File: config.mk
export PLATFORM = sky130hd
export DESIGN_NAME = sample_packer_flat
export DESIGN_NICKNAME = d
export VERILOG_FILES = /design/src/rtl/sample_packer_if.sv /design/src/rtl/sample_packer.sv /design/src/flat_wrapper.sv
export SDC_FILE = /design/constraint.sdc
export NUM_CORES = 1
export LEC_CHECK = 0
export BUFFER_PORTS_ARGS = -buffer_cell sky130_fd_sc_hd__buf_2
export CAP_MARGIN = 20
export CORE_ASPECT_RATIO = 0.9
export CORE_MARGIN = 5
export CORE_UTILIZATION = 40
export CTS_CLUSTER_SIZE = 12
export DETAILED_ROUTE_END_ITERATION = 12
export GPL_TIMING_DRIVEN = 0
export PLACE_DENSITY = 0.51
export SYNTH_ARGS = -nofsm -noshare
export SYNTH_HDL_FRONTEND = slang
export SYNTH_SLANG_ARGS = --single-unit
File: constraint.sdc
create_clock -name clk -period 5.9 [get_ports clk]
set_clock_uncertainty 0.2 [all_clocks]
set_input_delay 1.18 -clock clk [delete_from_list [all_inputs] [get_ports clk]]
set_output_delay 1.18 -clock clk [all_outputs]
set_load 0.01 [all_outputs]
File: src/rtl/sample_packer_if.sv
// Output stream from the sample packer to the acquisition FIFO.
// One 16-bit word per enabled channel, moved over a valid/ready handshake.
interface sample_packer_if;
   logic [15:0] out_data;
   logic [3:0]  out_channel;
   logic        out_valid;
   logic        out_ready;

   modport master (
      output out_data,
      output out_channel,
      output out_valid,
      input  out_ready
   );

   modport slave (
      input  out_data,
      input  out_channel,
      input  out_valid,
      output out_ready
   );
endinterface

File: src/rtl/sample_packer.sv
// Divides clk into sample strobes, captures 16 channels, transposes every 16 samples
// into one word per enabled channel and streams them out in ascending channel order.
module sample_packer (
   input  logic                   clk,
   input  logic                   rst,
   input  logic                   acq_enable,
   input  logic [7:0]             clock_divisor,
   input  logic [15:0]            channel_enable,
   input  logic [15:0]            sample_in,
   sample_packer_if.master        out_if,
   output logic                   fifo_overflow
);

   function automatic logic [3:0] lowest_idx(input logic [15:0] m);
      logic [3:0] idx;
      idx = 4'd0;
      for (int i = 15; i >= 0; i--) begin
         if (m[i]) idx = 4'(i);
         else      idx = idx;
      end
      return idx;
   endfunction

   logic [7:0]        div_q_r;
   logic [15:0]       mask_q_r;
   logic [7:0]        div_cnt_r;
   logic [3:0]        bit_idx_r;
   logic [15:0][14:0] cap_r;
   logic [15:0][15:0] buf_r;
   logic [15:0]       pend_r;
   logic              ovf_r;
   logic [15:0]       out_data_r;
   logic [3:0]        out_channel_r;
   logic              out_valid_r;

   logic              strobe_s;
   logic              complete_s;
   logic              hs_s;
   logic              free_s;
   logic              drop_s;
   logic [15:0]       pend_hs_s;
   logic [15:0]       pend_nxt_s;
   logic [15:0][15:0] block_s;
   logic [15:0][15:0] buf_nxt_s;
   logic [3:0]        nxt_ch_s;

   // Strobe, block completion and next emitter state; the emitter is free when the
   // handshake of this cycle (if any) leaves no channel pending.
   always_comb begin
      strobe_s   = acq_enable && (div_cnt_r == 8'd0);
      complete_s = strobe_s && (bit_idx_r == 4'd15);
      hs_s       = out_valid_r && out_if.out_ready;
      pend_hs_s  = pend_r;
      if (hs_s) pend_hs_s[out_channel_r] = 1'b0;
      else      pend_hs_s = pend_r;
      free_s     = (pend_hs_s == 16'h0000);
      for (int n = 0; n < 16; n++) begin
         block_s[n] = {sample_in[n], cap_r[n]};
      end
      pend_nxt_s = pend_hs_s;
      buf_nxt_s  = buf_r;
      drop_s     = 1'b0;
      if (complete_s) begin
         if (free_s) begin
            pend_nxt_s = mask_q_r;
            buf_nxt_s  = block_s;
         end else begin
            drop_s = 1'b1;
         end
      end else begin
         drop_s = 1'b0;
      end
      nxt_ch_s = lowest_idx(pend_nxt_s);
   end

   // Configuration latch, clock divider and per-channel sample capture.
   always_ff @(posedge clk) begin
      if (rst) begin
         div_q_r   <= 8'd0;
         mask_q_r  <= 16'h0000;
         div_cnt_r <= 8'd0;
         bit_idx_r <= 4'd0;
         cap_r     <= '0;
      end else if (!acq_enable) begin
         div_q_r   <= clock_divisor;
         mask_q_r  <= channel_enable;
         div_cnt_r <= 8'd0;
         bit_idx_r <= 4'd0;
      end else begin
         div_cnt_r <= (div_cnt_r == div_q_r) ? 8'd0 : div_cnt_r + 8'd1;
         if (strobe_s) begin
            bit_idx_r <= bit_idx_r + 4'd1;
            if (bit_idx_r != 4'd15) begin
               for (int n = 0; n < 16; n++) begin
                  cap_r[n][bit_idx_r] <= sample_in[n];
               end
            end
         end
      end
   end

   // Output buffer, pending mask, sticky overflow and registered stream outputs.
   always_ff @(posedge clk) begin
      if (rst) begin
         buf_r         <= '0;
         pend_r        <= 16'h0000;
         ovf_r         <= 1'b0;
         out_valid_r   <= 1'b0;
         out_channel_r <= 4'd0;
         out_data_r    <= 16'h0000;
      end else begin
         buf_r         <= buf_nxt_s;
         pend_r        <= pend_nxt_s;
         ovf_r         <= ovf_r | drop_s;
         out_valid_r   <= (pend_nxt_s != 16'h0000);
         out_channel_r <= nxt_ch_s;
         out_data_r    <= (pend_nxt_s != 16'h0000) ? buf_nxt_s[nxt_ch_s] : 16'h0000;
      end
   end

   assign out_if.out_data    = out_data_r;
   assign out_if.out_channel = out_channel_r;
   assign out_if.out_valid   = out_valid_r;
   assign fifo_overflow      = ovf_r;

endmodule

File: src/flat_wrapper.sv
// flat-port wrapper written by rule: the top's interface ports become plain ports
module sample_packer_flat 
  (clk, rst, acq_enable, clock_divisor, channel_enable, sample_in, fifo_overflow, out_if_out_data, out_if_out_channel, out_if_out_valid, out_if_out_ready);
  sample_packer_if out_if_i ();
  input  logic clk;
  input  logic rst;
  input  logic acq_enable;
  input  logic [7:0] clock_divisor;
  input  logic [15:0] channel_enable;
  input  logic [15:0] sample_in;
  output logic fifo_overflow;
  output wire logic [$bits(out_if_i.out_data)-1:0] out_if_out_data;
  output wire logic [$bits(out_if_i.out_channel)-1:0] out_if_out_channel;
  output wire logic [$bits(out_if_i.out_valid)-1:0] out_if_out_valid;
  input wire logic [$bits(out_if_i.out_ready)-1:0] out_if_out_ready;
  assign out_if_out_data = out_if_i.out_data;
  assign out_if_out_channel = out_if_i.out_channel;
  assign out_if_out_valid = out_if_i.out_valid;
  assign out_if_i.out_ready = out_if_out_ready;
  sample_packer u_core (.clk(clk), .rst(rst), .acq_enable(acq_enable), .clock_divisor(clock_divisor), .channel_enable(channel_enable), .sample_in(sample_in), .out_if(out_if_i), .fifo_overflow(fifo_overflow));
endmodule
# ---- Yosys cells after proc, flatten, opt, wreduce, memory -nomap -nowiden
# Index checks and enable logic that the tools add are counted.
dict set report op_classes {
  magnitude_cmp 5
  eq_ne 3
  n_mux 45
  reduce_logical 12
  n_bitwise 5
  addsub 2
}
# op count
set op_table {}
lappend op_table {{256-bit 2-to-1 mux} 2}
lappend op_table {{15-bit bitwise mux} 16}
lappend op_table {{16-bit binary-select mux with 4-bit select} 1}
lappend op_table {{16-bit 2-to-1 mux} 4}
lappend op_table {{4-bit 2-to-1 mux} 16}
lappend op_table {{16-bit bitwise AND} 1}
lappend op_table {{16-bit zero test} 1}
lappend op_table {{16-bit inverter} 1}
lappend op_table {{16-bit nonzero test} 1}
lappend op_table {{4-bit by 5-bit less-than comparator with 1-bit output, second input constant} 3}
lappend op_table {{8-bit by 1-bit adder with 8-bit output, second input constant} 1}
lappend op_table {{1-bit demux with 4-bit select} 2}
lappend op_table {{8-bit equality test} 1}
lappend op_table {{4-bit by 1-bit >= comparator with 1-bit output, second input constant} 2}
lappend op_table {{8-bit zero test} 1}
lappend op_table {{1-bit logical AND} 5}
lappend op_table {{4-bit by 1-bit adder with 4-bit output, second input constant} 1}
lappend op_table {{4-bit equality test, second input constant} 1}
lappend op_table {{1-bit 2-to-1 mux} 4}
lappend op_table {{4-bit != test, second input constant} 1}
lappend op_table {{2-bit OR reduction} 2}
lappend op_table {{3-bit AND reduction} 1}
lappend op_table {{3-bit OR reduction} 1}
lappend op_table {{1-bit inverter} 2}
lappend op_table {{1-bit bitwise OR} 1}
dict set report totals {
  regBits 570
}

# ---- Depth between registers and ports, before layout
dict set report logic_depth {
  word_depth 28
  mapped_depth 16
  depth_no_buf 14
}

# ---- Least setup slack after synthesis
# No wires, ideal clock.
dict set report synth_path {
  path_type {input to register}
  start {input acq_enable}
  end {register u_core.out_data_r[15] (netlist: u_core.out_if.out_data[15])}
  path_stages 13
  n_path_buf 2
  required_ps 5574
  setup_slack_ps 1418
  setup_time_ps 126
  arrival_ps 4156
  cell_sequence {clkbuf_1 -> nand4bb_1 -> nor3b_1 -> o311ai_1 -> or4_4 -> o211a_1 -> o21ai_4 -> nor2_8 -> buf_6 -> mux2_4 -> o211a_1 -> o41ai_2 -> nand3_1}
}
dict set report synth_between {
  elab_chain_len 21
  elab_cells_between_ends 25
}
# item line_no
set synth_rtl {}
lappend synth_rtl {{from (decl)} flat_wrapper.sv:7} ;# input logic acq_enable;
lappend synth_rtl {{1-bit logical AND *} sample_packer.sv:50} ;# strobe_s = acq_enable && (div_cnt_r == 8'd0);
lappend synth_rtl {{1-bit logical AND *} sample_packer.sv:51} ;# complete_s = strobe_s && (bit_idx_r == 4'd15);
lappend synth_rtl {{16-bit 2-to-1 mux} sample_packer.sv:63} ;# if (complete_s) begin
lappend synth_rtl {{4-bit 2-to-1 mux (16 in a row)} sample_packer.sv:18} ;# if (m[i]) idx = 4'(i);
lappend synth_rtl {{16-bit binary-select mux with 4-bit select} sample_packer.sv:117} ;# out_data_r <= (pend_nxt_s != 16'h0000) ? buf_nxt_s[nxt_ch_s] : 16'h0000;
lappend synth_rtl {{16-bit 2-to-1 mux (implied by the code)} sample_packer.sv:117}
lappend synth_rtl {{to (signal assigned)} sample_packer.sv:117}
lappend synth_rtl {{to (decl)} sample_packer.sv:32} ;# logic [15:0] out_data_r;
# Mark *: on every way between the ends. The rest lies on a longest branch, timed or not. The select of a mux whose other input is x is not followed.
# A chain may end at the register's enable or synchronous reset.

# ---- Worst setup path after layout
dict set report layout_path {
  start {input acq_enable}
  end {register u_core.out_data_r[13] (netlist: u_core.out_if.out_data[13])}
}
# The elaborated chain is that of the path after synthesis.

==> metrics.md <==
| Metric | Value |
|---|---|
| Clock sink count | `570` |
| Standard cell area after detailed placement | `roughly 0.026 mm²` |
| Starting Density | `between 40% and 50%` |
| Minimum period implied by the final worst setup slack | `around 5.8 ns` |
| Total number of vias | `about 23000` |
| Slew of the pin with the lowest slew margin | `approximately 1.3 ns` |
| Biggest fanout along the worst timing path | `10` |
| Max-slew violation count | `0` |
| Worst rel slew slack | `16.5%` |
| Kind of critical path | `in2reg` |
| Clock latency of the later-clocked register in the worst-skew pair | `around 0.64 ns` |
| Worst supply voltage drop on vdd | `roughly 0.22 mV` |
| Most common flop cell mapped by yosys | `sky130_fd_sc_hd__dfxtp_1` |
| Post CTS Setup Buffer Count | `0` |
| Total track usage | `around 28%` |
| Detailed route wirelength on metal2 | `42400 µm` |
| Net count after synthesis | `between 3000 and 4000` |
| Maximum level of the CTS H-tree | `2` |
| Ranking of synthesized cells by area | `sky130_fd_sc_hd__dfxtp_1, sky130_fd_sc_hd__nand2_1, sky130_fd_sc_hd__mux2i_1` |
| Drt initial violations | `2493` |
| Global-route wire length before repair | `143000 µm` |
| Reg clk slew, reported paths | `approximately 0.06 ns` |
| Uppermost routed layer | `met5` |
| Result of the run | `finished clean` |
| Final setup viols | `0` |
| Non-filler instance count after layout | `4034` |
| HPWL after detailed placement | `approximately 72000 µm` |
| DRC violation count after routing | `0` |
| Startpoint type of the worst setup path | `primary input` |
| Yosys warns | `0` |
| Unrepaired setup endpoints after global routing | `yes` |
| P_leak | `10.7 nW` |
| Core area | `a little over 0.06 mm²` |
| Critical path, cell by cell | `clkbuf_1, nand4bb_1, nor3b_4, o311ai_1, or4_4, o211a_1, o21a_1, nand2_2, clkbuf_4, buf_4, mux2i_1, o21ai_0, o211ai_1, o211ai_1` |
| F_max | `173 MHz` |
| Power consumption | `approximately 8 mW` |
| Critical path data arrival time | `6.02 ns` |
| Number of vias per cell | `between 5 and 6` |
| Post-synthesis area per instance | `8.00 µm²` |
| Clock tree from TritonCTS | `built` |
| Initial antenna violation count | `5` |
| Root Buffer Master | `sky130_fd_sc_hd__clkbuf_16` |
| CTS Buf Count | `61` |
| Worst-path cell with the longest stage delay | `sky130_fd_sc_hd__or4_4` |
| Cell repeated most along the worst path | `sky130_fd_sc_hd__o211ai_1` |
| Nets | `roughly 3200` |
| Weighted congestion reported at the end of routability-driven placement | `approximately 0.94` |
| Routed length on met3 | `8850 µm` |
| Per-cell routed wire length | `around 24 µm` |
| Number of global-route vias before repair | `roughly 22000` |
| Final standard cell area without fillers | `~0.028 mm²` |
| Most common library cells after synthesis | `sky130_fd_sc_hd__nand2_1, sky130_fd_sc_hd__dfxtp_1, sky130_fd_sc_hd__a21oi_1` |
| Largest delay share family, worst path | `compound AO/OA/AOI/OAI gates` |
| Slowest cell delay on critical path | `between 0.4 and 0.5 ns` |
| Post_cts resized | `6` |
| Launch instance of the worst register-to-register path | `u_core.bit_idx_r[0]` |
| Routed metal-1 wire length | `roughly 44000 µm` |
| Maximum number of pins on one net before global-route repair | `20` |
| Final Hold Slack | `0.248 ns` |
| Required time worst endpoint | `6.14 ns` |
| Remaining global-route overflow | `0` |
| Max cap viols | `0` |
| Hold Vio Cnt, Final | `0` |
| Number of different library cells in the post-synthesis netlist | `about 80` |
| Count of hold-fix buffers inserted at cts | `0` |
| Async set-or-reset flop fraction in the synthesized netlist | `0%` |
| Layout area overhead | `13.8%` |
| CTS Buffer Depth | `3` |
| Synth Cell Area | `approximately 0.025 mm²` |
| Number of cells in the design after placement | `roughly 4000` |
| Most frequent cell after synthesis | `sky130_fd_sc_hd__nand2_1` |
| Post-synth top area share | `a little under half` |
| Share of final-layout standard cells stronger than drive strength 1 | `7.44%` |
| Post-synth EDFFs | `0` |
| Leading area contributor after synthesis | `sky130_fd_sc_hd__dfxtp_1` |
| I/O pin cnt | `66` |
| Rows | `86` |
| Synthesis-stage register bit count | `570` |
| Post-route setup TNS | `0 ns` |
| Total of buffers placed on input and output ports | `between 40 and 50` |
| Register area share after synthesis | `approximately 46%` |
| Worst min-delay path startpoint | `u_core.buf_r[23]` |
| Final worst-path cycle share | `a little over nine tenths` |
| Worst path buffer plus inverter count | `3` |
| Total iterations of the first detailed-routing run | `5` |
| Post-detailed-routing wire length | `98100 µm` |
| Pwr dens | `288 mW/mm²` |
| Type of destination of the critical path | `flip-flop` |
| Gate count after technology mapping | `3079` |
| Start point of the critical path | `acq_enable` |
| HP Class | `reg2reg` |
| Die height | `between 200 and 250 µm` |
| ANT nets after route | `0` |
| Die width | `between 200 and 300 µm` |
| Die footprint | `roughly 0.067 mm²` |
==> state kept, by name, indices dropped and copies added (netlist names) <==
signal and cells:
u_core.buf_r 256, u_core.block_s 240, u_core.mask_q_r 16, u_core.out_if.out_data 16
u_core.pend_r 16, u_core.div_cnt_r 8, u_core.div_q_r 8, u_core.bit_idx_r 4
u_core.out_if.out_channel 4, u_core.fifo_overflow 1, u_core.out_if.out_valid 1
==> metal layers <==
metal / track usage [%] / up-vias
met5: 0 / -
met4: 7.70 / 2
met1: 41.6 / 11352
met3: 5.18 / 151
li1: - / 10647
met2: 43.3 / 994
==> final cells by class <==
class	count	area [µm²]
timing repair buffer	55	332
clock inverter	14	176
sequential	570	11400
clock buffer	93	1830
fill	6133	33100
multi-input combinational	2240	12200
antenna	3	7.51
inverter	16	60.1
buffer	251	1020
tap	792	991
==> through the flow <==
step           worst slack [ns]  utilization [%]
3_3_place_gp              -1.11             42.3
4_1_cts                  0.0355             45.8
3_5_place_dp              -1.12             42.5
6_report                  0.120             45.9
5_1_grt                -0.00943             45.9
2_1_floorplan              1.42                -
==> final timing paths <==
check                               end  slack [ns]  cells after the start
min reg2reg            u_core.buf_r[23]        0.25                      2
min                    u_core.buf_r[23]        0.25                      2
max          u_core.out_if.out_data[13]        0.12                     14
max reg2reg  u_core.out_if.out_data[13]        0.33                     15
==> report_power, final <==
part           switching [mW]  internal [mW]  leakage [nW]  total, mW
sequential             0.0247           3.87          4.60       3.90
clock                    1.63           2.29         0.988       3.92
combinational           0.194         0.0578          5.11      0.252
total                    1.85           6.22          10.7       8.06
==> worst reg2reg max path: cells and delay by family, from the launching register on <==
kind,cells,cell delay [ns]
AOI/OAI and AO/OA,6,1.72
and+or+nand+nor,4,1.43
buffers and inverters,3,0.99
muxes,1,0.46
DFF,1,0.42
adders and majority gates,1,0.18
==> cell usage in the layout, fill, tap and decap left out, types with 14 or more instances in the layout <==
cell type | synthesis | routed
sky130_fd_sc_hd__o21ai_0 | 21 | 21
sky130_fd_sc_hd__mux4_2 | 14 | 14
sky130_fd_sc_hd__nand3_1 | 85 | 85
sky130_fd_sc_hd__nor2b_1 | 17 | 15
sky130_fd_sc_hd__nor2_1 | 200 | 200
sky130_fd_sc_hd__dfxtp_1 | 570 | 570
sky130_fd_sc_hd__buf_2 | 24 | 72
sky130_fd_sc_hd__nand2_1 | 928 | 927
sky130_fd_sc_hd__clkbuf_1 | 202 | 216
sky130_fd_sc_hd__inv_1 | 16 | 16
sky130_fd_sc_hd__mux2i_1 | 251 | 251
sky130_fd_sc_hd__clkbuf_16 | 0 | 63
sky130_fd_sc_hd__a211oi_1 | 17 | 17
sky130_fd_sc_hd__a31oi_1 | 18 | 18
sky130_fd_sc_hd__a21oi_1 | 444 | 444
sky130_fd_sc_hd__or2_2 | 15 | 15
sky130_fd_sc_hd__buf_1 | 17 | 17
sky130_fd_sc_hd__o211ai_1 | 15 | 15
sky130_fd_sc_hd__a22oi_1 | 46 | 46
sky130_fd_sc_hd__clkbuf_8 | 0 | 14
==> cells by family after synthesis <==
group	count (synthesis)	share of synthesized area, %
AO/OA/AOI/OAI	636	15.0
XOR/XNOR	17	0.604
adder cells (fa/ha/maj)	6	0.305
buffers and inverters	269	4.40
flip-flops	570	46.3
multiplexers	270	11.7
AND/OR/NAND/NOR	1311	21.7
(Power assumes the default switching activity.)
